File: src/rtl/binary_counter.sv
// Free-running counter with binary (up/down), ring (one-hot) or Johnson coding, plus terminal-count flag.
// Latency: count and tc are both registered; tc is high in the same cycle count holds its terminal state.
// Backpressure: none; no enable or flow control, so the counter advances on every clk edge outside reset.
//
// Ports:
//   clk   - system clock, all state changes on the rising edge
//   n_rst - asynchronous active-low reset
//   count - current counter state (flop output)
//   tc    - terminal-count flag (flop output), one cycle per period
module binary_counter #(
    parameter int WIDTH = 4,   // 2..32
    parameter int MODE  = 0,   // 0 binary, 1 ring, 2 Johnson, other -> binary
    parameter int DOWN  = 0    // binary only: 1 counts down
) (
    input  logic             clk,
    input  logic             n_rst,
    output logic [WIDTH-1:0] count,
    output logic             tc
);

    localparam bit IS_RING = (MODE == 1);
    localparam bit IS_JOHN = (MODE == 2);
    localparam bit IS_DOWN = !IS_RING && !IS_JOHN && (DOWN != 0);

    localparam logic [WIDTH-1:0] ONE      = WIDTH'(1);
    localparam logic [WIDTH-2:0] ONE_D    = (WIDTH-1)'(1);
    localparam logic [WIDTH-1:0] MSB_ONLY = {1'b1, {(WIDTH-1){1'b0}}};
    localparam logic [WIDTH-1:0] ALL_ONES = {WIDTH{1'b1}};

    // Ring restarts from a single set LSB; binary and Johnson from zero.
    localparam logic [WIDTH-1:0] RST_VAL = IS_RING ? ONE : {WIDTH{1'b0}};

    // State held in the cycle before the sequence wraps.
    localparam logic [WIDTH-1:0] TERM = (IS_RING || IS_JOHN) ? MSB_ONLY :
                                        (IS_DOWN ? {WIDTH{1'b0}} : ALL_ONES);

    // Counting down starts on the terminal state, so tc is already high in reset.
    localparam logic TC_RST = (RST_VAL == TERM);

    logic [WIDTH-1:0] count_q, count_d;
    logic             tc_q, tc_d;
    logic             ring_ok;
    logic             john_ok;
    logic [WIDTH-2:0] john_diff;

    always_comb begin
        // Legal ring state: exactly one bit set.
        ring_ok   = (count_q != {WIDTH{1'b0}}) &&
                    ((count_q & (count_q - ONE)) == {WIDTH{1'b0}});
        // Legal Johnson state: a single block of ones anchored at one end,
        // i.e. at most one transition between neighbouring bits.
        john_diff = count_q[WIDTH-1:1] ^ count_q[WIDTH-2:0];
        john_ok   = ((john_diff & (john_diff - ONE_D)) == {(WIDTH-1){1'b0}});

        count_d = count_q + ONE;
        if (IS_RING) begin
            count_d = ring_ok ? {count_q[WIDTH-2:0], count_q[WIDTH-1]} : RST_VAL;
        end else if (IS_JOHN) begin
            count_d = john_ok ? {count_q[WIDTH-2:0], ~count_q[WIDTH-1]} : RST_VAL;
        end else if (IS_DOWN) begin
            count_d = count_q - ONE;
        end

        // Decoding the next state keeps tc aligned with the registered count.
        tc_d = (count_d == TERM);
    end

    always_ff @(posedge clk or negedge n_rst) begin
        if (!n_rst) begin
            count_q <= RST_VAL;
            tc_q    <= TC_RST;
        end else begin
            count_q <= count_d;
            tc_q    <= tc_d;
        end
    end

    assign count = count_q;
    assign tc    = tc_q;

endmodule

File: config.mk
export PLATFORM = sky130hd
export DESIGN_NAME = binary_counter
export DESIGN_NICKNAME = d
export VERILOG_FILES = /design/src/rtl/binary_counter.sv
export SDC_FILE = /design/constraint.sdc
export NUM_CORES = 1
export LEC_CHECK = 0
export BUFFER_PORTS_ARGS = -buffer_cell sky130_fd_sc_hd__buf_4
export CAP_MARGIN = 20
export CELL_PAD_IN_SITES_DETAIL_PLACEMENT = 1
export CELL_PAD_IN_SITES_GLOBAL_PLACEMENT = 1
export CORE_AREA = 2 2 39 41
export CTS_CLUSTER_DIAMETER = 80
export DETAILED_ROUTE_END_ITERATION = 12
export DIE_AREA = 0 0 41 43
export HOLD_SLACK_MARGIN = 0.02
export PLACE_DENSITY_LB_ADDON = 0.1
export SKIP_CTS_REPAIR_TIMING = 1
export SLEW_MARGIN = 20
export SYNTH_ARGS = -nofsm -noshare
export SYNTH_HDL_FRONTEND = slang
export SYNTH_SLANG_ARGS = --single-unit
File: constraint.sdc
create_clock -name clk -period 1.3 [get_ports clk]
set_input_delay 0.13 -clock clk [delete_from_list [all_inputs] [get_ports clk]]
set_output_delay 0.13 -clock clk [all_outputs]
set_load 0.02 [all_outputs]
# [After elaboration in Yosys (flattened, before gate mapping)]
# Index checks and enable logic that the tools add are counted.
[word_totals] regBits=5 latchBits=0 ramBits=0 mem_bits_ro=0 output_inout_bits=5 wordCells=4 memories=0
[op_classes] addsub=1 multipliers=0 n_div=0 order_cmp=0 n_eq_ne=1 shift=0 mux=0 n_bitwise=0 reduce_logical=0
[ops] cell="4-bit by 1-bit adder with 4-bit output, second input constant" count=1
[ops] cell="4-bit equality test, second input constant" count=1

# [Longest topological paths before layout]
# Gate-level depths: netlist of run 1.
[logic_depth] depth_word=2 ltp_mapped=4 ltp_nobuf=4

# [Worst setup path before layout of run 1]
# No wires, ideal clock.
[synth_path] path_kind="register to register" startpoint="register count_q[0] (netlist: count[0])" endpoint="register tc_q (netlist: tc)" setup_ns=0.125 arrival_time_ns=0.937 setup_slack_ns=0.238 path_stages_with_launch=5 period_less_slack_ns=1.062 path_cell_list="dfrtp_1 > inv_1 > ha_1 > nand4b_1 > o31ai_2"
[synth_via] elab_chain_cells=2
[synth_lines] item="start: declaration" line="40" rtl="logic [WIDTH-1:0] count_q, count_d;"
[synth_lines] item="start signal: assignment" line="73" rtl="count_q <= count_d;"
[synth_lines] item="4-bit by 1-bit adder with 4-bit output" line="55" rtl="count_d = count_q + ONE;"
[synth_lines] item="net count_d[0]" line="40"
[synth_lines] item="4-bit equality test" line="65" rtl="tc_d = (count_d == TERM);"
[synth_lines] item="net tc_d" line="41" rtl="logic tc_q, tc_d;"
[synth_lines] item="end signal: assignment" line="74" rtl="tc_q <= tc_d;"
[synth_lines] item="end: declaration" line="41"
# The timed path passes the listed nets, and every way through them passes these cells.

# [Final worst setup path of run 1]
[layout_path] startpoint="register count_q[0] (netlist: count[0])" endpoint="register tc_q (netlist: tc)"
[layout_via] elab_chain_cells=2
[layout_lines] item="4-bit by 1-bit adder with 4-bit output" line="55"
[layout_lines] item="4-bit equality test" line="65"
[layout_lines] item="net tc_d" line="41"
# The timed path passes the listed nets, and every way through them passes these cells.

==> results of run 1 <==
## stage by stage
stage | util | hold slack [ns] | power [mW] | worst slack [ns]
2_1_floorplan | - | -0.166 | 0.159 | 0.238
3_3_place_gp | 0.204 | -0.0607 | 0.164 | 0.304
4_1_cts | 0.223 | -0.323 | 0.353 | 0.250
5_1_grt | 0.231 | 0.222 | 0.380 | 0.195
3_5_place_dp | 0.204 | -0.0591 | 0.164 | 0.267
6_report | 0.231 | 0.236 | 0.345 | 0.278
## area by class of cell
cell class	instances	area, um^2
fill	161	1060
sequential	5	125
multi-input combinational	10	85.1
timing repair buffer	7	55.1
clock buffer	4	26.3
tap	16	20.0
inverter	2	7.51
## power by group through the flow
| stage | combinational [mW] | clock, mW | sequential (mW) |
|---|---|---|---|
| after floorplan | 0.0000000488 | 0 | 0.159 |
| final | 0.00779 | 0.181 | 0.156 |
| after global placement | 0.00557 | 0 | 0.158 |
| after detailed placement | 0.00573 | 0 | 0.158 |
| after global routing | 0.00862 | 0.216 | 0.156 |
| after CTS | 0.00574 | 0.191 | 0.156 |
## cells by family after synthesis
group,share of synthesized area
buffers and inverters,0.0345
and+or+nand+nor,0.0977
DFF,0.575
AOI/OAI and AO/OA,0.0575
adders and majority gates,0.115
xor gates and xnor gates,0.121
## registers in the layout, indices dropped and copies added, names as in the netlist
register and count:
count 4, tc 1
## layer usage
metal / vias to the layer above / GRT usage / wire (um)
li1: 76 / - / -
met1: 79 / 0.0909 / 229
met2: 6 / 0.0906 / 207
met3: 2 / 0.0785 / 29
met4: 0 / 0.0600 / 13
met5: - / 0 / 0
## final timing paths
kind | to | slack, ns | cells after the start | from
max in group asynchronous | count[0]$_DFF_PN0_ | 0.95 | 2 | n_rst
worst max-delay path | tc$_DFF_PN0_ | 0.28 | 2 | count[0]$_DFF_PN0_
min in group clk | count[0]$_DFF_PN0_ | 0.54 | 1 | count[0]$_DFF_PN0_
worst min register to register | count[0]$_DFF_PN0_ | 0.54 | 1 | count[0]$_DFF_PN0_
worst min-delay path | tc$_DFF_PN0_ | 0.24 | 2 | n_rst
worst max register to register | tc$_DFF_PN0_ | 0.28 | 2 | count[0]$_DFF_PN0_
## layout by cell type, fill, tap and decap left out, drive strengths merged
cell / n
buf: 6
dfrtp: 5
clkbuf: 4
inv: 2
xor2: 2
nand2: 2
ha: 2
nand3: 1
xnor2: 1
nand4b: 1
o31ai: 1
dlygate4sd3: 1
==> run summary, run 1 <==
The run finished with clean final reports. Ranked by instance count, the synthesized netlist is headed by dfrtp_1, ha_1, inv_1, nand2_1, xor2_1. The post-layout instance count excluding filler cells is 44. The worst hold-check path type was in2async. The die covers 1760 um^2. The floorplan has 14 rows.

Synthesis handed over a netlist of 17 instances. The fraction of power spent switching nets is 0.199. For this run, the number of Yosys warnings is 0. The tool flagged a number of max-cap violations equal to 0.

For the first-pass detailed-route iteration total, the log shows 2. The signal on the critical path passes through ha_1 -> o31ai_2. The maximum level of the CTS H-tree was 1. The DRC violation count after routing came out at 0.

After detailed routing, the total wire length is 480 um. The most used flip-flop cell after synthesis was dfrtp_1. The worst setup path is launched from a flip-flop. Setup repair after global routing left no endpoint under its margin.

The arrival time at the worst endpoint was 1.17 ns; the cell area after layout was 319 um^2. The area growth from synthesis to layout is 46.6%. The layout cell share with drive strength beyond 1 came out at 0.357. Number of buffers on the longest clock path: 2.

After clock tree synthesis, the clock-pin slew on the worst setup and hold paths is 0.05 ns. In this run the vertical extent of the chip is 43 um. When the netlist entered floorplanning its net count stood at 21. The final hold violation count is 0, and the transition time at the pin with the least slew margin is 0.168 ns. Fmax: 979 MHz. CTS saw 5 sinks. The clock skew was 0.00111 ns; the share of Yosys cell area claimed by the top area cell type was 0.575.

The family with the most delay on the worst path was flip-flops. Share of total power in combinational logic: 0.023. Power spread over the standard cell area amounts to 1080 nW/um^2. After global routing the overflow that remains totals 0. Dividing the synthesized area by the synthesized cell count gives 12.8 um^2. The largest fanout on the critical path was 5; the cell count after placement was 39. The count of buffers inserted at the top-level ports was 6; the aggregate negative setup slack was 0 ns. Clock tree synthesis selected as its root buffer the cell clkbuf_4. From left edge to right edge, the die measures 41 um. For the global router's overall resource usage, the log shows 0.0816. Async set or reset register ratio after synthesis: 1.00.

By area the synthesized netlist is led by dfrtp_1, ha_1, xor2_1. Synthesis inferred 5 register bits. The tools report the initial core utilization as 0.157. Number of global-route vias before repair: 170.

The later pin in the worst-skew pair is clocked with a latency of 0.24 ns. For this design the total switching power over the nets is 68.8 uW. Among all cell types in the netlist, the one instantiated most often is dfrtp_1. The internal power of the cells totals 276 uW. Data on the critical path is required at its endpoint by 1.45 ns.

Setup violations remaining at the end of the flow were counted as 0. The logs give 0.575 for the part of the Yosys area used for sequential elements and 6 for the pin count of the biggest net entering global routing. TritonCTS built the clock tree.

STA classifies the critical path endpoint as a flip-flop. The run gives 283 um^2 as the instance area at placement. The run gives 163 as the total number of vias. The combined buffer and inverter count along the critical path works out to 0. Max-slew violation count: 0. The tools report the initial antenna violation count as 0.

The core region is 1380 um^2. After synthesis the cells add up to 218 um^2. For the relative contribution of the clock network to total power, the log shows 0.525. The detail-routed via count per cell is 3.70, and the cell leakage power is 0.165 nW.

The final net count is 33. The largest single stage delay on the critical path is 0.42 ns. Time the final worst path needs with I/O delays and setup: 1.02 ns. For the portion of total power attributed to sequential cells, the log shows 0.453. The critical path in this run is classified as reg2reg. The logs give 7 for the count of pins on the block boundary and 0.888 for the remaining max-slew budget at the tightest pin. The run gives 9 as the count of unique library cells instantiated by Yosys. The run gives 0 as the count of antenna diodes in the layout.

The detailed router finished its first iteration with 2 violations. Remaining number of nets flagged by the antenna check after routing: 0. The biggest area contributor in the post-synthesis netlist is dfrtp_1. The number of clock buffers inserted by TritonCTS was 3; the maximum resistive drop on vdd was 297 uV. Dividing the detail-routed wire length by the instance count gives 10.9 um.

The synthesized design contains 0 enable-type register cells. The first global-routing pass estimated 828 um of wire. Routability-driven placement finished with a final weighted congestion of 0.646. The period utilization came out at 0.786.

Among all stages on the critical path, the largest delay is contributed by dfrtp_1.
Note: power is estimated with default switching activity, not from simulation.
==> run 2, diff against run 1 <==
==> constraint.sdc (replaced) <==
create_clock -name clk -period 0.85 [get_ports clk]
set_input_delay 0.085 -clock clk [delete_from_list [all_inputs] [get_ports clk]]
set_output_delay 0.085 -clock clk [all_outputs]
set_load 0.02 [all_outputs]
==> run summary, run 2 (synthesis results as in run 1) <==
The number of clock buffers inserted by TritonCTS is 3 (unchanged). The count of buffers inserted at the top-level ports is 6 (unchanged), and the cell internal power dissipation is 415 uW (was 276 uW). The transition time at the pin with the least slew margin is 0.156 ns (was 0.168 ns), and the width of the die is 41 um (unchanged).

The initial antenna violation count is 0 (unchanged). For the area enclosed by the die boundary, the log shows 1760 um^2 (unchanged). The run gives 176 (was 163) as the total number of vias. After legalization and detailed placement, the total HPWL measured 351 um. The root cell of the clock tree is clkbuf_4 (unchanged).

The number of flip-flops in the largest register is 4 (unchanged), and the fmax is 981 MHz. The run gives 1 (unchanged) as the maximum level of the CTS H-tree. The pin count of the biggest net entering global routing came out at 6 (unchanged). The logs give 0 (unchanged) for the DRC violation count after routing and 7 (unchanged) for the count of pins on the block boundary. The cell count after placement is 42 (was 39). For the worst-skew pair later-pin latency, the log shows 0.24 ns (about the same).

Largest stage delay on the critical path: 0.44 ns (was 0.42 ns). The run gives 0.454 (was 0.453) as the portion of total power attributed to sequential cells. The tools report the number of max-cap violations as 0 (unchanged). The combined buffer and inverter count along the critical path is 2 (was 0), and the register-to-register setup slack is -0.11 ns (was 0.28 ns).

The max-slew violation count was 0 (unchanged). Cells traversed along the worst timing path: buf_6 -> buf_6 (was ha_1 -> o31ai_2). The startpoint class of the critical path is a flip-flop (unchanged). The worst hold-check path type is in2async (unchanged). The logs give 0.524 (was 0.525) for the relative contribution of the clock network to total power and 392 uV (was 297 uV) for the maximum resistive drop on vdd.

The logic depth of the worst register-to-register path came out at 3 (was 2). The run gives 2 (unchanged) as the number of buffers on the longest clock path. The run gives 39 (was 33) as the final net count. The remaining max-slew budget at the tightest pin is 0.895 (was 0.888).

The period utilization came out at 1.20. The most common cell after layout, fill and taps aside was buf_6 (was buf_4). The detail-routed via count per cell works out to 3.52 (was 3.70). The run gives 0.299 (was 0.231) as the core occupancy in the finished layout. The height of the die works out to 43 um (unchanged). The sum of overflow across all layers after global routing was 0 (unchanged). The placeable core region came out at 1380 um^2 (unchanged). The kind of capture point of the worst setup path is an output port (was a flip-flop). The count of antenna diodes in the layout was 0 (unchanged).

Initial core utilization: 0.157 (unchanged). The number of global-route vias before repair is 187 (was 170). TritonCTS built the clock tree. The startpoint of the worst-slack reg-to-reg timing path was count[3]$_DFF_PN0_ (was count[0]$_DFF_PN0_).

Wire length per cell after detailed routing: 9.30 um (was 10.9 um). The first-pass GRT wire length came out at 759 um (was 828 um). Slowest library cell on the worst path: dfrtp_2 (was dfrtp_1). The fraction of power spent switching nets was 0.210 (was 0.199); the clock-pin transition on the worst setup and hold timing paths was 0.05 ns (about the same). The logs give 0.587 (was 0.646) for the final RePlAce weighted congestion and 14 (unchanged) for the placement row count.

The clock net sink count is 5 (unchanged). The path length in cells of the critical path was 2 (unchanged). The tools report the endpoint required time on the critical path as 0.76 ns (was 1.45 ns).

Post-layout instance count excluding filler cells: 50 (was 44). The worst setup slack after layout came out at -0.169 ns (was 0.278 ns). The run gives 110 uW (was 68.8 uW) as the reported net switching power. The final setup violation count is 7 (was 0), and the layout cell share with drive strength beyond 1 is 0.706 (was 0.357). The post-placement setup slack is -0.0942 ns (was 0.267 ns), and the time the final worst path needs with I/O delays and setup is 1.02 ns. For the final wirelength, the log shows 465 um (was 480 um).

For the first-pass detailed-route iteration total, the log shows 2 (unchanged). The dominant cell type by count on the critical path is buf_6. Setup repair after global routing could not meet its margin everywhere. The logs give 0.00860 ns (was 0.00111 ns) for the clock skew and 0 (unchanged) for the final hold violation count. The final reports fail on negative setup slack.

The flow ran to the end, but the final reports show violations. The remaining number of nets flagged by the antenna check after routing is 0 (unchanged). The tools report the cell leakage power as 0.196 nW (was 0.165 nW).

The family with the most delay on the worst path was flip-flops (unchanged). The layout-stage area growth over the synthesis result is 90.2% (was 46.6%). The endpoint of the worst setup timing path was count[1] (was tc$_DFF_PN0_). The worst slack on hold paths is 0.177 ns (was 0.236 ns). The kind of critical path is reg2out (was reg2reg). The total power draw was 525 uW (was 345 uW); the number of DRC markers after the initial detailed-route iteration was 2 (unchanged). Top library cells by usage in the layout, fill and taps aside: buf_6, buf_4, clkbuf_4, dfrtp_2 (was buf_4, dfrtp_1, clkbuf_4).

The run gives 0.022 (was 0.023) as the share of total power in combinational logic. The run gives 0.93 ns (was 1.17 ns) as the arrival time at the worst endpoint. The global router's overall resource usage is 0.0725 (was 0.0816), and the power density over cell area is 1270 nW/um^2 (was 1080 nW/um^2). The largest fanout on the critical path is 4 (was 5). The startpoint of the worst setup timing path is count[1]$_DFF_PN0_ (was count[0]$_DFF_PN0_). Terminus of the critical flop-to-flop path: tc$_DFF_PN0_ (unchanged).
run 2: changes by cell type in the layout (fill, tap and decap cells not counted), sizes merged:
cell / delta
clkinv: +1
buf: +6
clkbuf: -1
run 2: final cells by class:
cell class                      count  area (um^2)
Multi-Input combinational cell     10          100
Tap cell                           16         20.0
Clock buffer                        3         22.5
Inverter                            2         7.51
Fill cell                         153          970
Timing Repair Buffer               13          130
Sequential cell                     5          129
Clock inverter                      1         5.00
run 2: per-layer routing:
layer,up-vias,GRT usage,wire (um)
li1,89,-,-
met4,0,0.0800,0
met1,82,0.0747,190
met3,0,0.0314,38
met5,-,0,0
met2,5,0.0969,236
run 2: worst min-delay path by stage:
stage,startpoint,endpoint,cells after the start
after floorplan,n_rst,count[0]$_DFF_PN0_,0
after global placement,n_rst,tc$_DFF_PN0_,1
after detailed placement,n_rst,tc$_DFF_PN0_,1
after CTS,n_rst,tc$_DFF_PN0_,1
after global routing,n_rst,tc$_DFF_PN0_,2
final,n_rst,tc$_DFF_PN0_,2
run 2: metrics by stage:
stage | TNS [ns] | instance area, um^2
finish | -0.659 | 414
global route | -1.01 | 414
CTS | -0.912 | 352
detailed placement | -0.139 | 324
global placement | -0.145 | 324
floorplan | -0.255 | 236
run 2: power groups by stage:
stage          combinational [mW]  clock [mW]  sequential [mW]
2_1_floorplan        0.0000000420           0            0.242
3_3_place_gp              0.00814           0            0.242
3_5_place_dp              0.00818           0            0.242
4_1_cts                   0.00837       0.298            0.238
5_1_grt                    0.0130       0.314            0.238
6_report                   0.0114       0.276            0.238
run 2: worst register-to-register path: stages, from the launching register on:
cell and delay (ns):
dfrtp_1 0.39, buf_4 0.14, xor2_1 0.16, o31ai_2 0.20
==> run 3, diff against run 2 <==
--- a/config.mk
+++ b/config.mk
@@ -5,6 +5,7 @@
 export SDC_FILE = /design/constraint.sdc
 export NUM_CORES = 1
 export LEC_CHECK = 0
+export ABC_AREA = 1
 export BUFFER_PORTS_ARGS = -buffer_cell sky130_fd_sc_hd__buf_4
 export CAP_MARGIN = 20
 export CELL_PAD_IN_SITES_DETAIL_PLACEMENT = 1
==> run summary, run 3 <==
The slowest library cell on the worst path was dfrtp_2 (unchanged). The arrival time at the worst endpoint was 1.08 ns (was 0.93 ns); the period utilization was 1.11 (was 1.20). The number of flops mapped to enable cells by yosys came out at 0 (unchanged). The net count after synthesis was 26 (was 21). For the amount of wire on met2 after detailed routing, the log shows 239 um (was 236 um).

The power density over cell area is 1410 nW/um^2 (was 1270 nW/um^2). Time the final worst path needs with I/O delays and setup: 0.945 ns (was 1.02 ns). TritonCTS built the clock tree. The number of max-cap violations is 0 (unchanged), and the number of DRC markers after the initial detailed-route iteration is 2 (unchanged). The kind of capture point of the worst setup path was a flip-flop (was an output port).

The run gives 0 (unchanged) as the initial antenna violation count. The run gives 0 (unchanged) as the warning count from the yosys run. Commonest cells in the synthesized netlist: inv_1, dfrtp_1, nand2_1 (was dfrtp_1, ha_1, inv_1, nand2_1, xor2_1). The run gives 0.99 ns (was 0.76 ns) as the endpoint required time on the critical path.

The number of synthesized register bits came out at 5 (unchanged). The run gives 0 (unchanged) as the max-slew violation count. The number of instances in the synthesized netlist is 22 (was 17). The number of flip-flops in the largest register came out at 4 (unchanged). The kind of critical path was reg2reg (was reg2out).

Setup repair after global routing could not meet its margin everywhere. Sum of overflow across all layers after global routing: 0 (unchanged). The logs give 346 um (was 351 um) for the placed wire-length estimate and 190 (was 176) for the total number of vias.

The remaining number of nets flagged by the antenna check after routing was 0 (unchanged); the first-pass detailed-route iteration total was 2 (unchanged). Height of the die: 43 um (unchanged). Cells traversed along the worst timing path: ha_4 -> inv_2 -> nand2_2 -> and2_4 (was buf_6 -> buf_6). For the number of clock buffers inserted by TritonCTS, the log shows 3 (unchanged). The tools report the startpoint class of the critical path as a flip-flop (unchanged). Global router's overall resource usage: 0.0727 (was 0.0725). The area occupied by multi-input gates came out at 93.8 um^2 (was 100 um^2). The worst hold-check path type is in2async (unchanged). The share of Yosys cell area claimed by the top area cell type came out at 0.565 (was 0.575). The top routing layer in use was met3 (unchanged).

The clock skew was 0.00416 ns (was 0.00860 ns); the cell leakage power was 0.187 nW (was 0.196 nW). The clock-pin transition on the worst setup and hold timing paths is 0.04 ns (was 0.05 ns). The root cell of the clock tree is clkbuf_4 (unchanged). The clock net sink count is 5 (unchanged). The cell area after technology mapping was 221 um^2 (was 218 um^2); the final net count was 40 (was 39).

The layout-stage area growth over the synthesis result was 67.8% (was 90.2%). The family with the most delay on the worst path was flip-flops (unchanged). The pin count of the biggest net entering global routing was 6 (unchanged); the final hold violation count was 0 (unchanged). The run gives 128 um^2 (was 129 um^2) as the area taken by flip-flops and latches.

Number of fill cells: 168 (was 153). The tools report the count of unique library cells instantiated by Yosys as 9 (unchanged). Failing checks: negative setup slack (unchanged). The worst-skew pair later-pin latency was 0.24 ns (about the same). The most frequent cell after synthesis was inv_1 (was dfrtp_1). The tools report the post-layout instance count excluding filler cells as 51 (was 50).

The core occupancy in the finished layout is 0.269 (was 0.299). Cell types with the largest area share after synthesis: dfrtp_1, ha_1, inv_1 (was dfrtp_1, ha_1, xor2_1). Placement row count: 14 (unchanged). The run gives -0.0954 ns (was -0.169 ns) as the worst setup slack after layout. Top library cells by usage in the layout, fill and taps aside: buf_4, inv_1, clkbuf_4, dfrtp_1, buf_6 (was buf_6, buf_4, clkbuf_4, dfrtp_2).

For the maximum resistive drop on vdd, the log shows 994 uV (was 392 uV). Mean instance size in the synthesized netlist: 10.1 um^2 (was 12.8 um^2). The width of the die was 41 um (unchanged); the combined buffer and inverter count along the critical path was 1 (was 2).

The number of buffers on the longest clock path was 2 (unchanged). The detail-routed via count per cell was 3.73 (was 3.52); the initial core utilization was 0.160 (was 0.157). For the count of antenna diodes in the layout, the log shows 0 (unchanged). The tools report the DRC violation count after routing as 0 (unchanged).

The run gives 0.885 (was 0.895) as the remaining max-slew budget at the tightest pin. The most used flip-flop cell after synthesis is dfrtp_1 (unchanged). The first-pass GRT wire length came out at 772 um (was 759 um).

The wire length the detailed router placed on met1 was 159 um (was 190 um); the met3 wirelength from detailed routing was 51 um (was 38 um). For the register-to-register setup slack, the log shows -0.1 ns (was -0.11 ns). The placeable core region is 1380 um^2 (unchanged).

The largest stage delay on the critical path is 0.45 ns (was 0.44 ns), and the final setup violation count is 8 (was 7). Async set or reset register ratio after synthesis: 1.00 (unchanged). Number of global-route vias before repair: 177 (was 187). The largest fanout on the critical path works out to 5 (was 4). Fmax: 1060 MHz (was 981 MHz). Count of buffers inserted at the top-level ports: 6 (unchanged). The count of pins on the block boundary was 7 (unchanged).

The part of the Yosys area used for sequential elements was 0.565 (was 0.575); the area enclosed by the die boundary was 1760 um^2 (unchanged). The maximum level of the CTS H-tree is 1 (unchanged), and the transition time at the pin with the least slew margin is 0.173 ns (was 0.156 ns). The tools report the worst slack on hold paths as 0.177 ns (about the same). The layout cell share with drive strength beyond 1 works out to 0.600 (was 0.706). The run gives 45 (was 42) as the cell count after placement. Post-placement setup slack: -0.0913 ns (was -0.0942 ns). The flow ran to the end, but the final reports show violations. The logic depth of the worst register-to-register path came out at 4 (was 3).

The wire length per cell after detailed routing was 8.82 um (was 9.30 um). The path length in cells of the critical path works out to 4 (was 2). The final wirelength was 450 um (was 465 um). The run gives -0.463 ns (was -0.659 ns) as the aggregate negative setup slack. Most common cell after layout, fill and taps aside: buf_4 (was buf_6). The final RePlAce weighted congestion is 0.678 (was 0.587). The most area-hungry cell type in the Yosys netlist is dfrtp_1 (unchanged).
## run 3: changes by cell type after synthesis, sizes merged
cell | previous run | this run
nor2 | 0 | 1
o31ai | 1 | 0
xnor2 | 1 | 0
nand3 | 1 | 2
nand4 | 0 | 1
nand4b | 1 | 0
nand2 | 2 | 4
and2 | 0 | 1
xor2 | 2 | 0
inv | 2 | 6
## run 3: where the power goes
part           total [mW]  internal, mW  leakage [nW]  switching (mW)
combinational      0.0110       0.00604         0.108         0.00498
clock               0.273         0.177        0.0150          0.0959
sequential          0.239         0.239        0.0638               0
## run 3: through the flow
step | power [mW] | area [um^2]
CTS | 0.534 | 340
global placement | 0.250 | 314
detailed placement | 0.250 | 314
finish | 0.523 | 372
floorplan | 0.242 | 241
global route | 0.553 | 372
## run 3: logic make-up after synthesis
logic type | share of synthesized area
adder cells (fa/ha/maj) | 0.113
buffers and inverters | 0.102
AND/OR/NAND/NOR | 0.220
flip-flops | 0.565
## run 3: cell type report
type | instances | share of cell area
clock buffer | 4 | 0.0707
inverter | 6 | 0.0606
multi-input combinational | 11 | 0.253
sequential | 5 | 0.343
tap | 16 | 0.0539
timing repair buffer | 9 | 0.219
## run 3: layer usage
metal | up-vias | track usage
li1 | 90 | -
met4 | 0 | 0.0200
met3 | 0 | 0.0785
met2 | 7 | 0.0844
met1 | 93 | 0.0885
met5 | - | 0
## run 3: final timing paths
kind                                    startpoint            endpoint
worst max-delay path            count[1]$_DFF_PN0_  count[2]$_DFF_PN0_
worst min-delay path                         n_rst        tc$_DFF_PN0_
worst max register to register  count[1]$_DFF_PN0_  count[2]$_DFF_PN0_
worst min register to register  count[0]$_DFF_PN0_  count[0]$_DFF_PN0_
max in group asynchronous                    n_rst  count[0]$_DFF_PN0_
min in group clk                count[0]$_DFF_PN0_  count[0]$_DFF_PN0_
## run 3: worst reg2reg max path: cells and delay by family (launching register included)
family | cells | cell delay, ns
buffers and inverters | 1 | 0.04
AND/OR/NAND/NOR | 2 | 0.18
flip-flops | 1 | 0.45
adder cells (fa/ha/maj) | 1 | 0.18
